===== src/rtl/gray_pkg.sv =====
// Shared definitions for the parametrised Gray counter: direction encoding,
// the flag bundle and width-agnostic binary/Gray conversion helpers.
package gray_pkg;

  localparam int GRAY_MAX_W = 32;

  localparam logic DIR_UP   = 1'b0;
  localparam logic DIR_DOWN = 1'b1;

  typedef struct packed {
    logic ovf;
    logic unf;
    logic wrap;
  } gray_flags_t;

  // Narrower codes are passed zero-extended; the conversions are exact for
  // any width up to GRAY_MAX_W because leading zeros map to leading zeros.
  function automatic logic [GRAY_MAX_W-1:0] bin2gray(input logic [GRAY_MAX_W-1:0] b);
    return b ^ (b >> 1);
  endfunction

  function automatic logic [GRAY_MAX_W-1:0] gray2bin(input logic [GRAY_MAX_W-1:0] g);
    logic [GRAY_MAX_W-1:0] b;
    b[GRAY_MAX_W-1] = g[GRAY_MAX_W-1];
    for (int i = GRAY_MAX_W - 2; i >= 0; i--) begin
      b[i] = b[i+1] ^ g[i];
    end
    return b;
  endfunction

endpackage


===== src/rtl/bin2gray_comb.sv =====
// Purely combinational reflected-binary encoder: gray = bin ^ (bin >> 1).
module bin2gray_comb #(
  parameter int WIDTH = 3
) (
  input  logic [WIDTH-1:0] bin,
  output logic [WIDTH-1:0] gray
);

  assign gray = bin ^ (bin >> 1);

endmodule


===== src/rtl/gray_counter_param.sv =====
// WIDTH-bit up/down counter presented in Gray code, with load, sticky
// overflow/underflow flags and a wrap pulse. GRAY_CNT_SATURATE_EN selects saturation.
module gray_counter_param
  import gray_pkg::*;
#(
  parameter int WIDTH     = 3,
  parameter int RESET_VAL = 0
) (
  input  logic             Clk,
  input  logic             Reset,
  input  logic             En,
  input  logic             Dir,
  input  logic             Load,
  input  logic [WIDTH-1:0] LoadBin,
  input  logic             Clr,
  output logic [WIDTH-1:0] Output,
  output logic [WIDTH-1:0] BinOut,
  output logic             Overflow,
  output logic             Underflow,
  output logic             Wrap
);

  localparam logic [WIDTH-1:0] MAX_B = '1;
  localparam logic [WIDTH-1:0] RST_B = WIDTH'(RESET_VAL);

  logic [WIDTH-1:0] b_q, b_d;
  gray_flags_t      flags_q, flags_d;
  logic             step_up, step_dn;
  logic             hit_top, hit_bot;

  // A boundary hit is only an event when an enabled step is actually taken.
  always_comb begin
    step_up = En && !Load && (Dir == DIR_UP);
    step_dn = En && !Load && (Dir == DIR_DOWN);
    hit_top = step_up && (b_q == MAX_B);
    hit_bot = step_dn && (b_q == '0);
  end

  always_comb begin
    b_d          = b_q;
    flags_d.ovf  = flags_q.ovf & ~Clr;
    flags_d.unf  = flags_q.unf & ~Clr;
    flags_d.wrap = 1'b0;

    // The boundary event overrides a simultaneous Clr.
    if (hit_top) flags_d.ovf = 1'b1;
    if (hit_bot) flags_d.unf = 1'b1;

    if (Load) begin
      b_d = LoadBin;
    end else if (step_up) begin
      if (hit_top) begin
`ifdef GRAY_CNT_SATURATE_EN
        b_d = b_q;
`else
        b_d          = '0;
        flags_d.wrap = 1'b1;
`endif
      end else begin
        b_d = b_q + 1'b1;
      end
    end else if (step_dn) begin
      if (hit_bot) begin
`ifdef GRAY_CNT_SATURATE_EN
        b_d = b_q;
`else
        b_d          = MAX_B;
        flags_d.wrap = 1'b1;
`endif
      end else begin
        b_d = b_q - 1'b1;
      end
    end
  end

  always_ff @(posedge Clk) begin
    if (Reset) begin
      b_q     <= RST_B;
      flags_q <= '0;
    end else begin
      b_q     <= b_d;
      flags_q <= flags_d;
    end
  end

  bin2gray_comb #(.WIDTH(WIDTH)) u_enc (
    .bin  (b_q),
    .gray (Output)
  );

  assign BinOut    = b_q;
  assign Overflow  = flags_q.ovf;
  assign Underflow = flags_q.unf;
  assign Wrap      = flags_q.wrap;

`ifdef GRAY_CNT_SATURATE_EN
  a_no_wrap: assert property (@(posedge Clk) !Wrap);
  a_step_gray: assert property (@(posedge Clk) disable iff (Reset)
    $past(En && !Load && !Reset) |-> ($countones(Output ^ $past(Output)) <= 1));
`else
  a_step_gray: assert property (@(posedge Clk) disable iff (Reset)
    $past(En && !Load && !Reset) |-> ($countones(Output ^ $past(Output)) == 1));
`endif

endmodule

===== config.mk =====
export PLATFORM = sky130hd
export DESIGN_NAME = gray_counter_param
export DESIGN_NICKNAME = d
export VERILOG_FILES = /design/src/rtl/gray_pkg.sv /design/src/rtl/bin2gray_comb.sv /design/src/rtl/gray_counter_param.sv
export SDC_FILE = /design/constraint.sdc
export NUM_CORES = 1
export LEC_CHECK = 0
export CORE_AREA = 2 2 39 41
export CTS_BUF_LIST = sky130_fd_sc_hd__clkbuf_4 sky130_fd_sc_hd__clkbuf_8
export DETAILED_ROUTE_END_ITERATION = 7
export DIE_AREA = 0 0 41 43
export SYNTH_ARGS = -nofsm -noshare
export SYNTH_HDL_FRONTEND = slang
export SYNTH_SLANG_ARGS = --single-unit

===== constraint.sdc =====
create_clock -name Clk -period 1.66 [get_ports Clk]
set_input_delay 0.332 -clock Clk [delete_from_list [all_inputs] [get_ports Clk]]
set_output_delay 0.332 -clock Clk [all_outputs]
set_load 0.03 [all_outputs]

==> results of run 1 <==
[area by class of cell]
type                    count  area share (%)
repair buffers             21           32.09
flip-flops and latches      6           19.09
well taps                  16           3.150
inverters                   6           3.543
clock buffers               3           3.543
multi-input cells          32           38.58
[synth_stat cells]
library cell | count | share of area, %
a221oi_1 | 1 | 2.2
a32oi_1 | 1 | 2.2
a21oi_1 | 4 | 5.0
a311oi_1 | 1 | 2.2
buf_2 | 1 | 1.3
nand2_1 | 3 | 2.8
or3_1 | 1 | 1.6
buf_4 | 1 | 1.9
o221ai_1 | 1 | 2.2
inv_1 | 6 | 5.7
nor2_1 | 3 | 2.8
o31ai_1 | 1 | 1.9
nor2b_2 | 1 | 2.2
nand2b_2 | 1 | 2.2
dfxtp_1 | 6 | 30
a22oi_1 | 1 | 1.9
nand2b_1 | 1 | 1.6
nor3b_1 | 1 | 1.9
o32ai_2 | 1 | 4.1
and2b_2 | 1 | 2.2
xor2_1 | 1 | 2.2
o21ai_0 | 1 | 1.3
nor2b_1 | 2 | 3.1
ha_1 | 4 | 13
a21boi_2 | 1 | 2.8
[cells by family after synthesis]
| group | count (synthesis) | share of synthesized area [%] |
|---|---|---|
| xor gates and xnor gates | 1 | 2.202 |
| buffers and inverters | 8 | 8.804 |
| and+or+nand+nor | 14 | 20.44 |
| AOI/OAI and AO/OA | 13 | 25.79 |
| DFF | 6 | 30.19 |
| adders and majority gates | 4 | 12.58 |
[worst register-to-register path, delay by kind of cell (launching register included)]
| kind | cells | cell delay, ps |
|---|---|---|
| AO/OA/AOI/OAI | 2 | 350 |
| adder cells (fa/ha/maj) | 1 | 340 |
| buffers and inverters | 1 | 90 |
| flip-flops | 1 | 370 |
| AND/OR/NAND/NOR | 1 | 130 |
[path summary, 6_finish.rpt]
check	end	slack, ps	depth (start not counted)
max	BinOut[1]	40	1
min	Underflow$_SDFF_PP0_	490	2
max reg2reg	BinOut[1]$_SDFFE_PP0P_	280	5
min reg2reg	Underflow$_SDFF_PP0_	490	2
[power by group through the flow]
stage / registers (W) / clock network (W) / logic (W)
after floorplan: 0.000178 / 0 / 0.0000808
after global placement: 0.000162 / 0 / 0.000165
after detailed placement: 0.000163 / 0 / 0.000164
after CTS: 0.000160 / 0.000145 / 0.000162
after global routing: 0.000161 / 0.000148 / 0.000177
final: 0.000160 / 0.000137 / 0.000160
[sequential cells by signal, summed over array words and instances (netlist names)]
register   count
BinOut         3
Overflow       1
Underflow      1
Wrap           1
[stage by stage]
step | instance area, um2 | setup WS (ps) | hold WS, ps | instances
after floorplan | 401.6 | 7.201 | 403.2 | 46
final | 635.6 | 37.28 | 492.0 | 84
after global routing | 635.6 | 5.875 | 515.6 | 84
after global placement | 606.8 | 155.7 | 470.7 | 81
after detailed placement | 606.8 | 147.3 | 484.7 | 81
after CTS | 628.1 | 1.482 | 495.7 | 84
[cells in the final DEF (no fill, tap or decap), drive strengths merged, types with 2 or more instances in the layout]
master	synthesis	layout
nor2	3	3
clkdlybuf4s50	0	12
dfxtp	6	6
inv	6	6
ha	4	4
buf	2	5
nor2b	3	3
nand2b	2	2
clkbuf	0	3
nand2	3	3
a21oi	4	4
dlymetal6s2s	0	3
[layer usage]
metal | up-vias | GRT usage [%]
li1 | 207 | -
met1 | 170 | 15.71
met2 | 13 | 18.75
met3 | 0 | 7.853
met4 | 0 | 4.000
met5 | - | 0
==> results.toml, run 1 <==
[routing]
wl_met3_um = 68
drc = 0
vias = 390
drtIter0Drc = 4
drt-pass1-iter-count = 3
routedWlPerCell_um = 10.43
topRoutingLayerUsed = "met3"
wl_met2_um = 415
drt.antenna.violating_nets = 0
drt_wl_total_um = 876
via_per_inst = 4.643
drt-met1-wl_um = 392

[critical_path]
cp_slowest_stage_delay_ps = 680
timing_worst_setup_path_type = "register to output pin"
path_buf_inv = 1
cpMaxStageDelayCell = "clkdlybuf4s50_1"
crit_path_start_kind = "register"
startpoint = "BinOut[1]$_SDFFE_PP0P_"
end_kind = "output pin"
cp_top_family = "buffers and inverters"
crit_arrival_ps = 1290
r2r_start = "BinOut[0]$_SDFFE_PP0P_"
path_max_fanout = 5
worstPathRequired_ps = 1330
worstPathCellList = "clkdlybuf4s50_1"

[floorplan]
core_area_um2 = 1384
die_h_um = 43
die_area_um2 = 1763
start_util_pct = 28.75
die_width_um = 41
ios = 18
fp-row-count = 14

[timing]
relSlewSlack_pct = 78.56
fmax_mhz = 616.2
finalSetupViolCount = 0
min_period_ps = 1623
rsz0062_at_grt = "false"
tightest_slew_ps = 321.1
slew_viol_final = 0
fin_crit_sh_pct = 97.75
finalSetupTns_ps = 0
clock_skew_ps = 4.587
hold_viol = 0

[global_route]
grt_pass1_wl_um = 1511
antenna_found_initial = 0
gr-usage-all-layers_pct = 13.04
grt_pass1_vias = 365
grt_max_degree = 10
grt_overflow = 0

[cts]
cts_hold_buf = 0
clock-sinks = 6
h-tree-depth = 1
clkLatencyLatePin_ps = 250
cts.clk_slew.worst_paths_ps = 50
post_cts_buffers = 0
cts_resized = 1
cts_root_buf = "clkbuf_4"
cts-buffers-inserted = 3
clock_path_buffers = 2
cts_tree = "yes"

[pwr]
vdd_drop_max_mv = 0.3356
p_leak_nw = 0.3060
sequentialPowerShare_pct = 34.9
p_int_w = 0.0003109
clock_power_share_pct = 30.0
power.total_w = 0.0004571
switching_share_pct = 31.99
p_sw_w = 0.0001463
power_density_nw_per_um2 = 719.2
pwr-share-comb_pct = 35.0

[yosys]
synthCells = 46
syn_area_per_cell_um2 = 8.650
seq_area_frac_synth_pct = 30.19
yosysUniqueCellTypes = 25
syn_nets = 59
ys_warn_count = 0
syn_area_um2 = 397.9
ys_ff_latch = 6

[run_status]
outcome = "complete, no violations"

[final_layout]
nNetsFinal = 83
seq_area_um2 = 121.4
n_fill_cell = 140
n_antenna_cell = 0
multiInputGateArea_um2 = 245.2
syn_to_final_growth_pct = 59.75
drive_gt1_share_pct = 22.06
fin_util_pct = 45.93

[worst_hold_path]
worstHoldStart = "Underflow$_SDFF_PP0_"
hold_class = "register to register"

[placed_design]
gp_congestion = 0.6942
port_buffers = 17
dpl.hpwl_um = 686.4

[run]
maxCapViolations = 0
Note: power is estimated with default switching activity, not from simulation.
==> run 2: changes to the inputs <==
--- a/config.mk
+++ b/config.mk
@@ -9,6 +9,7 @@
 export CTS_BUF_LIST = sky130_fd_sc_hd__clkbuf_4 sky130_fd_sc_hd__clkbuf_8
 export DETAILED_ROUTE_END_ITERATION = 7
 export DIE_AREA = 0 0 41 43
+export PLACE_DENSITY = 0.71
 export SYNTH_ARGS = -nofsm -noshare
 export SYNTH_HDL_FRONTEND = slang
 export SYNTH_SLANG_ARGS = --single-unit
==> run 2 against run 1 <==
Clock skew shrank 0.60 ps; die area unchanged; final cell count unchanged; core utilization up 0.18 points; cell area rose by 0.39%; sequential power about the same; first-iteration DRC count is the same; worst setup slack better by 43 ps; combinational power barely moved; clock power is 3% higher; critical endpoint is now Overflow.
==> results.toml, run 2 (same netlist as run 1, synthesis figures left out) <==
[cts]
cts_tree = "yes"
cts_hold_buf = 0
cts.clk_slew.worst_paths_ps = 40
clock_path_buffers = 2
post_cts_buffers = 0
cts-buffers-inserted = 3
clock-sinks = 6
cts_root_buf = "clkbuf_4"
h-tree-depth = 1
clkLatencyLatePin_ps = 250

[floorplan]
ios = 18
die_h_um = 43
die_width_um = 41
fp-row-count = 14
start_util_pct = 28.75
die_area_um2 = 1763
core_area_um2 = 1384

[final_layout]
nNetsFinal = 83
largest_register_ffs = 3
fin_area_um2 = 638.1
seq_area_um2 = 121.4
syn_to_final_growth_pct = 60.38
final_common_cell = "clkdlybuf4s50_1"
multiInputGateArea_um2 = 245.2
n_antenna_cell = 0
drive_gt1_share_pct = 22.06
final_cell_mix = "clkdlybuf4s50_1 (11), inv_1 (6), dfxtp_1 (5), buf_4 (5)"
n_fill_cell = 139

[run_status]
outcome = "complete, no violations"

[global_route]
grt_max_degree = 10
grt_pass1_vias = 381
gr-usage-all-layers_pct = 14.52
grt_pass1_wl_um = 1656
antenna_found_initial = 0
grt_overflow = 0

[critical_path]
cp_top_family = "buffers and inverters"
worstPathRequired_ps = 1330
r2r_setup_slack_ps = 230
worstPathCellList = "clkdlybuf4s50_1"
end_kind = "output pin"
crit_arrival_ps = 1250
r2r_cells = 5
path_max_fanout = 2
crit_path_start_kind = "register"
cpMaxStageDelayCell = "clkdlybuf4s50_1"
path_buf_inv = 1
timing_worst_setup_path_type = "register to output pin"
cp_slowest_stage_delay_ps = 670
path_depth = 1
r2r-end = "BinOut[1]$_SDFFE_PP0P_"
r2r_start = "BinOut[0]$_SDFFE_PP0P_"

[pwr]
p_leak_nw = 0.3197
power_density_nw_per_um2 = 722.5
vdd_drop_max_mv = 0.3446

[routing]
drt_wl_total_um = 945
drt.antenna.violating_nets = 0
drc = 0
drt-pass1-iter-count = 4
routedWlPerCell_um = 11.25
drtIter0Drc = 4
via_per_inst = 4.690
vias = 394

[placed_design]
place_area_um2 = 606.8
dpl.hpwl_um = 756.5
gp_congestion = 0.7684
port_buffers = 17

[run]
maxCapViolations = 0

[timing]
clock_skew_ps = 3.982
slew_viol_final = 0
finalSetupViolCount = 0
min_period_ps = 1580
hold_viol = 0
rsz0062_at_grt = "false"
relSlewSlack_pct = 78.34
fin_crit_sh_pct = 95.18
tightest_slew_ps = 324.3
fmax_mhz = 632.9
finalSetupTns_ps = 0

[worst_hold_path]
whs_path_depth = 2
worstHoldStart = "Underflow$_SDFF_PP0_"
hold_path_end = "Underflow$_SDFF_PP0_"
hold_class = "register to register"
-- run 2: changes by cell type in the layout (fill, tap and decap cells not counted), sizes merged --
cell,before,now
dlymetal6s2s,3,4
clkdlybuf4s50,12,11
-- run 2: per-layer routing --
| layer | track usage, % | part of all wire, % | up-vias |
|---|---|---|---|
| li1 | - | - | 207 |
| met1 | 17.92 | 44 | 166 |
| met2 | 19.38 | 46 | 16 |
| met3 | 4.712 | 6.8 | 5 |
| met4 | 12.00 | 3.1 | 0 |
| met5 | 0 | 0 | - |
-- run 2: area by class of cell --
class	count	share of cell area [%]
Multi-Input combinational cell	32	38.43
Timing Repair Buffer	21	32.35
Sequential cell	6	19.02
Clock buffer	3	3.529
Inverter	6	3.529
Tap cell	16	3.137
-- run 2: through the flow --
| stage | std cells | power [W] | setup WS (ps) | util, % | hold WS [ps] |
|---|---|---|---|---|---|
| floorplan | 46 | 0.0002588 | 7.201 | - | 403.2 |
| global placement | 81 | 0.0003262 | 161.5 | 43.85 | 480.6 |
| detailed placement | 81 | 0.0003288 | 136.0 | 43.85 | 478.9 |
| CTS | 84 | 0.0004658 | 2.240 | 45.39 | 491.4 |
| global route | 84 | 0.0004925 | 30.18 | 46.11 | 514.6 |
| finish | 84 | 0.0004610 | 80.03 | 46.11 | 491.7 |
-- run 2: worst max path at each step --
stage | start | endpoint | slack [ps]
after floorplan | BinOut[0]$_SDFFE_PP0P_ | BinOut[1]$_SDFFE_PP0P_ | 7
after global placement | BinOut[2]$_SDFFE_PP0P_ | Output[1] | 160
after detailed placement | BinOut[2]$_SDFFE_PP0P_ | Output[1] | 140
after CTS | BinOut[2]$_SDFFE_PP0P_ | Output[2] | 2
after global routing | BinOut[0]$_SDFFE_PP0P_ | BinOut[1]$_SDFFE_PP0P_ | 30
final | Overflow$_SDFF_PP0_ | Overflow | 80
-- run 2: timing repair --
action,4_1_cts,5_1_grt
resized for setup,1,4
setup endpoints to repair,1,4
pin swaps,0,0
-- run 2: power by group --
group | internal (W) | leakage, nW | total [W] | switching [W]
clock network | 0.0000822 | 0.0138 | 0.000141 | 0.0000585
registers | 0.000152 | 0.0495 | 0.000159 | 0.00000708
logic | 0.0000759 | 0.256 | 0.000161 | 0.0000850
==> run 3: changes to the inputs <==
--- a/config.mk
+++ b/config.mk
@@ -10,6 +10,7 @@
 export DETAILED_ROUTE_END_ITERATION = 7
 export DIE_AREA = 0 0 41 43
 export PLACE_DENSITY = 0.71
+export REMOVE_ABC_BUFFERS = 1
 export SYNTH_ARGS = -nofsm -noshare
 export SYNTH_HDL_FRONTEND = slang
 export SYNTH_SLANG_ARGS = --single-unit
==> run 3 against run 2 <==
Clock-buffer cell count did not move; sequential cell count did not move; worst setup slack got worse by 28 ps; critical path depth did not move; largest cell class unchanged; power rose by 0.93%; global-route usage fell by 0.82 points; register-to-register slack barely moved; critical path type unchanged.
==> results.toml, run 3 (same netlist as run 1, synthesis figures left out) <==
[placed_design]
dpl.hpwl_um = 706.2
gp_congestion = 0.8203
post-place-ws_ps = 154.7
port_buffers = 17
place_area_um2 = 593.1

[timing]
slew_viol_final = 0
fin_crit_sh_pct = 96.86
finalSetupViolCount = 0
fmax_mhz = 621.9
tightest_slew_ps = 313.7
hold_viol = 0
clock_skew_ps = 0.7636
rsz0062_at_grt = "false"
setup_ws_ps = 52.04
relSlewSlack_pct = 79.02
whs_ps = 489.1
min_period_ps = 1608

[critical_path]
end_kind = "output pin"
r2r_setup_slack_ps = 230
worstPathCellList = "clkdlybuf4s50_1"
crit_path_start_kind = "register"
cp_top_family = "buffers and inverters"
path_max_fanout = 3
r2r_cells = 5
timing_worst_setup_path_type = "register to output pin"
cp_slowest_stage_delay_ps = 670
endpoint = "Output[2]"
startpoint = "BinOut[2]$_SDFFE_PP0P_"
r2r-end = "BinOut[1]$_SDFFE_PP0P_"
path_buf_inv = 1
cpMaxStageDelayCell = "clkdlybuf4s50_1"
path_depth = 1
r2r_start = "BinOut[0]$_SDFFE_PP0P_"
worstPathRequired_ps = 1330
crit_arrival_ps = 1280

[cts]
clock-sinks = 6
cts_tree = "yes"
cts_hold_buf = 0
clkLatencyLatePin_ps = 260
cts_root_buf = "clkbuf_4"
cts.clk_slew.worst_paths_ps = 50
h-tree-depth = 1
clock_path_buffers = 2
cts-buffers-inserted = 3
post_cts_buffers = 0

[final_layout]
nNetsFinal = 82
final_cell_mix = "clkdlybuf4s50_1 (13), inv_1 (6), dfxtp_1 (5), buf_4 (5)"
drive_gt1_share_pct = 20.90
final_common_cell = "clkdlybuf4s50_1"
fin_util_pct = 44.39
fin_area_um2 = 614.3
n_antenna_cell = 0
largest_register_ffs = 3
multiInputGateArea_um2 = 242.7
n_fill_cell = 143
seq_area_um2 = 121.4
syn_to_final_growth_pct = 54.40

[global_route]
grt_overflow = 0
gr-usage-all-layers_pct = 13.70
antenna_found_initial = 0
grt_max_degree = 10
grt_pass1_vias = 373
grt_pass1_wl_um = 1552

[run_status]
outcome = "complete, no violations"

[pwr]
vdd_drop_max_mv = 0.2798
power.total_w = 0.0004653
p_leak_nw = 0.2642
power_density_nw_per_um2 = 757.4

[routing]
drtIter0Drc = 7
vias = 408
routedWlPerCell_um = 10.98
drc = 0
drt_wl_total_um = 911
drt.antenna.violating_nets = 0
via_per_inst = 4.916
drt-pass1-iter-count = 4

[floorplan]
fp-row-count = 14
core_area_um2 = 1384
start_util_pct = 28.75
die_width_um = 41
ios = 18
die_h_um = 43
die_area_um2 = 1763

[worst_hold_path]
hold_class = "register to register"

[run]
maxCapViolations = 0
run 3: cell types whose count changed in the layout (fill, tap and decap cells not counted):
cell             delta
dlymetal6s2s_1      -4
clkdlybuf4s50_1     +2
dlygate4sd2_1       +1
ha_1                +1
ha_2                -1
run 3: layout make-up:
cell class              count  share of cell area (%)
repair buffers             20                   30.14
multi-input cells          32                   39.51
flip-flops and latches      6                   19.76
clock buffers               3                   3.666
well taps                  16                   3.259
inverters                   6                   3.666
run 3: report_power, final:
part | switching, W | internal, W | leakage, nW
sequential | 0.00000723 | 0.000152 | 0.0495
clock | 0.0000652 | 0.0000826 | 0.0138
combinational | 0.0000845 | 0.0000735 | 0.201
total | 0.000157 | 0.000308 | 0.264
run 3: metrics by stage:
step                      std cells  TNS [ps]
after floorplan                  44    -54.73
after global placement           80         0
after detailed placement         80         0
after CTS                        83         0
after global routing             83         0
final                            83         0
run 3: routing by layer:
layer  part of all wire, %  wire length, um  track usage (%)  vias up
met1                    43              394            16.88      180
li1                      -                -                -      206
met4                   2.4               22            10.00        0
met5                     0                0                0        -
met3                   5.9               54            4.712        6
met2                    48              440            18.75       16
run 3: how the worst min path moves through the flow:
stage | startpoint | slack (ps) | cells after the start | endpoint
6_report | Underflow$_SDFF_PP0_ | 490 | 2 | Underflow$_SDFF_PP0_
5_1_grt | Overflow$_SDFF_PP0_ | 560 | 2 | Overflow$_SDFF_PP0_
4_1_cts | Underflow$_SDFF_PP0_ | 490 | 2 | Underflow$_SDFF_PP0_
3_5_place_dp | Underflow$_SDFF_PP0_ | 480 | 2 | Underflow$_SDFF_PP0_
3_3_place_gp | Underflow$_SDFF_PP0_ | 480 | 2 | Underflow$_SDFF_PP0_
2_1_floorplan | Reset | 400 | 1 | BinOut[0]$_SDFFE_PP0P_
run 3: timing repair:
item	4_1_cts	5_1_grt
endpoints found under the hold margin	0	0
endpoints found under the setup margin	2	1
resized for setup	2	1
